## src/rtl/fetch_queue_pkg.sv

```systemverilog
// Shared definitions for the multi-lane fetch queue and the decoder that splits its entries.
// Entry layout: [31:0] inst, [63:32] pc, [95:64] pc_next.
// PAD is what an output lane carries when it holds no entry: a NOP at pc 0 with pc_next 4.
package fetch_queue_pkg;

  localparam int FQ_ENTRY_W    = 96;
  localparam int FQ_FIELD_W    = 32;
  localparam int FQ_INST_LSB   = 0;
  localparam int FQ_PC_LSB     = 32;
  localparam int FQ_PCNEXT_LSB = 64;

  // andi r0, r0, 0
  localparam logic [31:0] INST_NOP = 32'h0340_0000;

  typedef struct packed {
    logic [31:0] pc_next;
    logic [31:0] pc;
    logic [31:0] inst;
  } fq_entry_t;

  localparam fq_entry_t FQ_PAD = '{pc_next: 32'd4, pc: 32'd0, inst: INST_NOP};

endpackage

```

## src/rtl/fq_compact.sv

```systemverilog
// Packs the valid lanes of a multi-lane group into the low lanes, in lane order.
// Latency: combinational. Backpressure: none; the caller decides whether the group is taken.
// Ports: in_valid/in_data (W lanes, lane 0 oldest) -> lane_data (packed lanes), n_push (popcount).
module fq_compact #(
  parameter int W       = 2,
  parameter int ENTRY_W = 96,
  parameter int N_W     = $clog2(W + 1)
) (
  input  logic [W-1:0]         in_valid,
  input  logic [W*ENTRY_W-1:0] in_data,
  output logic [W*ENTRY_W-1:0] lane_data,
  output logic [N_W-1:0]       n_push
);

  // pos is the running prefix sum of in_valid: the slot the next valid lane goes to.
  always_comb begin
    logic [N_W-1:0] pos;
    pos       = '0;
    lane_data = '0;
    for (int i = 0; i < W; i++) begin
      if (in_valid[i]) begin
        lane_data[pos*ENTRY_W +: ENTRY_W] = in_data[i*ENTRY_W +: ENTRY_W];
        pos = pos + N_W'(1);
      end
    end
    n_push = pos;
  end

endmodule

```

## src/rtl/fetch_queue.sv

```systemverilog
// Multi-lane instruction queue between fetch/predecode and decode; compacts pushes, pops 0..POP_W oldest.
// Latency: one cycle from push to visibility on out_*; no bypass.
// Backpressure: in_ready/full from registered count only; a group offered while full is dropped.
// Ports: clk, rstn (async low), flush; in_valid/in_data/in_ready push side;
//        out_valid/out_data/pop_cnt pop side; count occupancy; full = ~in_ready.
module fetch_queue
  import fetch_queue_pkg::*;
#(
  parameter int                 DEPTH   = 8,
  parameter int                 PUSH_W  = 2,
  parameter int                 POP_W   = 2,
  parameter int                 ENTRY_W = FQ_ENTRY_W,
  parameter logic [ENTRY_W-1:0] PAD     = FQ_PAD
) (
  input  logic                         clk,
  input  logic                         rstn,
  input  logic                         flush,
  input  logic [PUSH_W-1:0]            in_valid,
  input  logic [PUSH_W*ENTRY_W-1:0]    in_data,
  output logic                         in_ready,
  output logic [POP_W-1:0]             out_valid,
  output logic [POP_W*ENTRY_W-1:0]     out_data,
  input  logic [$clog2(POP_W+1)-1:0]   pop_cnt,
  output logic [$clog2(DEPTH+1)-1:0]   count,
  output logic                         full
);

  localparam int PTR_W = $clog2(DEPTH);
  localparam int CNT_W = $clog2(DEPTH + 1);
  localparam int NP_W  = $clog2(PUSH_W + 1);

  logic [PTR_W-1:0]          head_q, head_d;
  logic [PTR_W-1:0]          tail_q, tail_d;
  logic [CNT_W-1:0]          count_q, count_d;
  logic [ENTRY_W-1:0]        mem_q [DEPTH];

  logic [PUSH_W*ENTRY_W-1:0] cmp_data;
  logic [NP_W-1:0]           cmp_n;
  logic                      push_fire;
  logic [CNT_W-1:0]          n_push;
  logic [CNT_W-1:0]          n_pop;

  fq_compact #(
    .W       (PUSH_W),
    .ENTRY_W (ENTRY_W),
    .N_W     (NP_W)
  ) u_compact (
    .in_valid  (in_valid),
    .in_data   (in_data),
    .lane_data (cmp_data),
    .n_push    (cmp_n)
  );

  // Credit is based on registered occupancy only, so a same-cycle pop never
  // opens room for a push and pop_cnt has no path to in_ready.
  assign in_ready  = (CNT_W'(DEPTH) - count_q) >= CNT_W'(PUSH_W);
  assign full      = ~in_ready;
  assign count     = count_q;

  assign push_fire = in_ready & (|in_valid) & ~flush;
  assign n_push    = push_fire ? CNT_W'(cmp_n) : '0;
  // Over-pop is a protocol error; clamp so the pointers stay coherent anyway.
  assign n_pop     = (CNT_W'(pop_cnt) > count_q) ? count_q : CNT_W'(pop_cnt);

  always_comb begin
    head_d  = head_q + PTR_W'(n_pop);
    tail_d  = tail_q + PTR_W'(n_push);
    count_d = count_q + n_push - n_pop;
    if (flush) begin
      head_d  = '0;
      tail_d  = '0;
      count_d = '0;
    end
  end

  always_ff @(posedge clk or negedge rstn) begin
    if (!rstn) begin
      head_q  <= '0;
      tail_q  <= '0;
      count_q <= '0;
    end else begin
      head_q  <= head_d;
      tail_q  <= tail_d;
      count_q <= count_d;
    end
  end

  // Storage is not reset; occupancy alone decides what is visible.
  always_ff @(posedge clk) begin
    for (int j = 0; j < PUSH_W; j++) begin
      if (CNT_W'(j) < n_push) begin
        mem_q[tail_q + PTR_W'(j)] <= cmp_data[j*ENTRY_W +: ENTRY_W];
      end
    end
  end

  // Pointer arithmetic wraps modulo DEPTH, so a window straddling the end of
  // the array still comes out oldest-first.
  always_comb begin
    out_valid = '0;
    out_data  = '0;
    for (int i = 0; i < POP_W; i++) begin
      out_valid[i] = count_q > CNT_W'(i);
      out_data[i*ENTRY_W +: ENTRY_W] = out_valid[i] ? mem_q[head_q + PTR_W'(i)] : PAD;
    end
  end

  a_pop_le_count: assert property (@(posedge clk) disable iff (!rstn) CNT_W'(pop_cnt) <= count_q);

endmodule

```

## config.mk

```make
export PLATFORM = sky130hd
export DESIGN_NAME = fetch_queue
export DESIGN_NICKNAME = d
export VERILOG_FILES = /design/src/rtl/fetch_queue_pkg.sv /design/src/rtl/fq_compact.sv /design/src/rtl/fetch_queue.sv
export SDC_FILE = /design/constraint.sdc
export NUM_CORES = 2
export LEC_CHECK = 0
export CAP_MARGIN = 0
export CORE_UTILIZATION = 59
export CTS_CLUSTER_DIAMETER = 80
export DETAILED_ROUTE_END_ITERATION = 12
export GPL_TIMING_DRIVEN = 0
export PLACE_DENSITY = 0.81
export RECOVER_POWER = 100
export SYNTH_ARGS = -nofsm -noshare
export SYNTH_HDL_FRONTEND = slang
export SYNTH_HIERARCHICAL = 1
export SYNTH_SLANG_ARGS = --single-unit
```

## constraint.sdc

```tcl
create_clock -name clk -period 7.7 [get_ports clk]
set_clock_uncertainty 0.2 [all_clocks]
set_input_delay 0.77 -clock clk [delete_from_list [all_inputs] [get_ports clk]]
set_output_delay 0.77 -clock clk [all_outputs]
set_load 0.03 [all_outputs]
```

==> results by group <==
Yosys
  • Synth area leaders: edfxtp_1, mux4_2, mux2_2
  • Syn_nets: between 3,000 and 4,000
  • Synthesis Warnings: 6
  • Post-Syn Instances: between 2,000 and 3,000
  • Synthesized flop and latch total: slightly below 800
  • Post-synth ARST share: 1.285%
  • Share of the synthesized area in the top cell type: roughly half
  • Post-synthesis sequential area ratio: ~50%
  • Number of synthesized flops with an enable pin: 768
  • Post-synth top flop: edfxtp_1
  • Netlist cell types: 45
  • Syn avg cell area: roughly 16 µm²
  • Cell Area, Synth: about 48,000 µm²
  • Post-synth top area cell: edfxtp_1

Clocking
  • Clk pin slew, worst setup/hold paths: 0.06 ns
  • Htree depth: 3
  • Resized cells post-CTS: 0
  • Cts hold-fix bufs: 0
  • CTS tree: yes
  • Worst-Skew Late Latency: 0.64 ns
  • Clock root buffer: clkbuf_16
  • CTS sink count: approximately 780
  • Post-CTS setup repair buffer count: 0
  • Clk buf depth: 3
  • CTS buffer count: 85

Finish
  • Finished Layout Cells: 4,637
  • Share of layout cells above drive strength 1: between 30% and 40%
  • Nets@finish: between 3,000 and 4,000
  • Area Overhead vs Synth: 15.68%

Floorplanning
  • Die Span Y: 286.0 µm
  • I/O pins: 399
  • # rows: 103
  • Die Footprint: about 80,000 µm²
  • Core footprint: ~79,000 µm²
  • Die width: roughly 290 µm
  • Initial Utilization: around 60%

Worst setup path
  • Reg2reg end: mem_q[4][57]
  • Critical Path Start: in_valid[1]
  • Crit-path most repeated cell: clkbuf_1
  • WP data arrival: around 7.0 ns
  • Endpoint class of the critical path: flip-flop
  • Slowest stage cell, crit path: a21oi_1
  • Worst R2R Path Depth: 10
  • Worst reg2reg startpoint: count[1]
  • R2R Setup Slk: 1.24 ns
  • CP cell instances: dlygate4sd3_1, ha_1, nor2_1, nor4_1, nand3b_1, a21oi_1, clkbuf_1, clkbuf_1, buf_16
  • WS Path Type: input port to flip-flop
  • Slowest Stage Delay on Critical Path: roughly 1.3 ns
  • Startpoint types: input port
  • Critical Path Fanout Max: 16
  • Critical Path RT: roughly 7.8 ns

Timing
  • Slew headroom: -61.79%
  • Fmax: 144.9 MHz
  • Slew @ Worst Pin: between 2 and 2.5 ns
  • Part of the cycle the worst path needs: about nine tenths
  • Hold_ws: about 0.34 ns
  • Final setup viols: 0
  • Final slew viol count: between 200 and 250
  • Final min period: 6.899 ns
  • RSZ-0062 raised after global routing: false
  • Final Hold Fails: 0

Place
  • DP HPWL: 104,200 µm
  • Port bufs: just under 400
  • # placed instances: between 4,000 and 5,000
  • GPL Wtd Cong: 0.8667

Global routing
  • Global route overflow: 0
  • Vias in the first global route: between 30,000 and 40,000
  • Initial antenna violation count: 4
  • First-pass GRT wire length: 225,800 µm
  • Largest net degree at the start of global routing: 26
  • Gr usage total: between 30% and 40%

Drt
  • Vias: between 30,000 and 40,000
  • DRT iter0 DRCs: between 4,000 and 5,000
  • Avg WL per Cell: about 34 µm
  • DRT Pass-1 Iters: 8
  • Vias per cell: ~7.2
  • Residual DRC count: 0
  • Post-DRT Antenna Nets: 0
  • DRT Wirelength: 158,300 µm

Outcome
  • Violated checks: capacitance limit, slew limit
  • Status: finished with violations

Hold path
  • Min-delay worst type: input port to async pin

Run
  • Max Cap Viol: 16

Power and ir drop
  • Leak: between 15 and 20 nW
  • Peak supply drop: around 0.00037 V
  • Pwr dens: between 300 and 400 nW/µm²
kinds of logic (layout without fill, tap and decap cells):
logic type / Yosys count / after routing / synth area share, %
flip-flops: 778 / 778 / 48.98
multiplexers: 1248 / 1248 / 39.62
AND/OR/NAND/NOR: 449 / 449 / 4.456
AO/OA/AOI/OAI: 205 / 205 / 2.971
buffers and inverters: 283 / 875 / 3.186
XOR/XNOR: 10 / 10 / 0.1840
other: 0 / 1 / 0
adder cells (fa/ha/maj): 21 / 21 / 0.5994
per-layer routing:
metal	vias up	share of wire, %	GRT usage (%)
met1	16900	33	48.46
met2	2774	47	60.46
met5	-	0.035	0
li1	13200	-	-
met3	592	13	9.378
met4	10	6.2	21.68
final cells by class:
class / instances / area [µm²]
timing repair buffer: 441 / 4437
fill: 5397 / 24330
multi-input combinational: 1933 / 22120
tap: 1050 / 1314
clock buffer: 104 / 2262
inverter: 17 / 63.81
antenna: 1 / 2.502
sequential: 778 / 23310
buffer: 266 / 1109
clock inverter: 47 / 435.4
where the power goes:
part | switching [W] | internal (W) | leakage, nW
Combinational | 0.00722 | 0.00442 | 10.8
Sequential | 0.000114 | 0.00496 | 7.15
Clock | 0.00172 | 0.00235 | 1.31
flip-flops by register name, summed over array words and instances (netlist names):
signal	flops
tail_q	3
count	4
head_q	3
mem_q	768
stage by stage:
| stage | power (W) | utilization, % | TNS [ns] | cell area [µm²] | setup slack (ns) |
|---|---|---|---|---|---|
| 6_report | 0.02078 | 69.36 | 0 | 55060 | 0.8005 |
| 2_1_floorplan | 0.01241 | - | 0 | 47590 | 0.5344 |
| 4_1_cts | 0.02110 | 71.48 | 0 | 56740 | 1.736 |
| 3_3_place_gp | 0.01688 | 66.61 | -4393.32 | 52880 | -6.405 |
| 3_5_place_dp | 0.01705 | 68.08 | 0 | 54050 | 2.438 |
| 5_1_grt | 0.02128 | 69.35 | 0 | 55060 | 0.8738 |
critical path: cells and delay by family:
| kind | cells | cell delay [ns] |
|---|---|---|
| AO/OA/AOI/OAI | 1 | 1.32 |
| buffers and inverters | 4 | 3.72 |
| AND/OR/NAND/NOR | 3 | 0.81 |
| adder cells (fa/ha/maj) | 1 | 0.37 |
placed cells by master (no fill, tap or decap), types with 99 or more instances in the layout:
cell | netlist | layout
nand2_1 | 207 | 207
mux2_1 | 80 | 229
edfxtp_1 | 768 | 768
mux2_2 | 528 | 523
mux4_2 | 384 | 384
clkbuf_1 | 100 | 242
a21oi_1 | 99 | 99
clkdlybuf4s50_1 | 0 | 212
dlygate4sd3_1 | 0 | 185
nor2_1 | 109 | 109
Yosys cell counts (2+ instances only):
master / instances
edfxtp_1: 768
mux2_2: 528
mux4_2: 384
nand2_1: 207
mux2_4: 160
nor2_1: 109
buf_2: 101
clkbuf_1: 100
a21oi_1: 99
a22o_1: 96
and3_1: 96
mux2i_1: 96
mux2_1: 80
buf_6: 41
buf_1: 22
ha_1: 18
inv_1: 16
dfrtp_1: 10
nand3_1: 7
nand3_4: 7
nor2b_1: 7
xnor2_1: 5
xor2_1: 5
nand3b_1: 4
fa_1: 3
o21ai_0: 3
a22oi_1: 2
and2_1: 2
nor4_1: 2
how the worst max path moves through the flow:
stage	to	slack, ns	cells after the start
floorplan	mem_q[1][0]	0.53	7
global placement	mem_q[1][7]	-6.40	6
detailed placement	out_data[69]	2.44	8
CTS	out_data[92]	1.74	8
global route	mem_q[3][92]	0.87	7
finish	mem_q[4][57]	0.80	9
No activity file was read; power rests on OpenSTA's default activity.
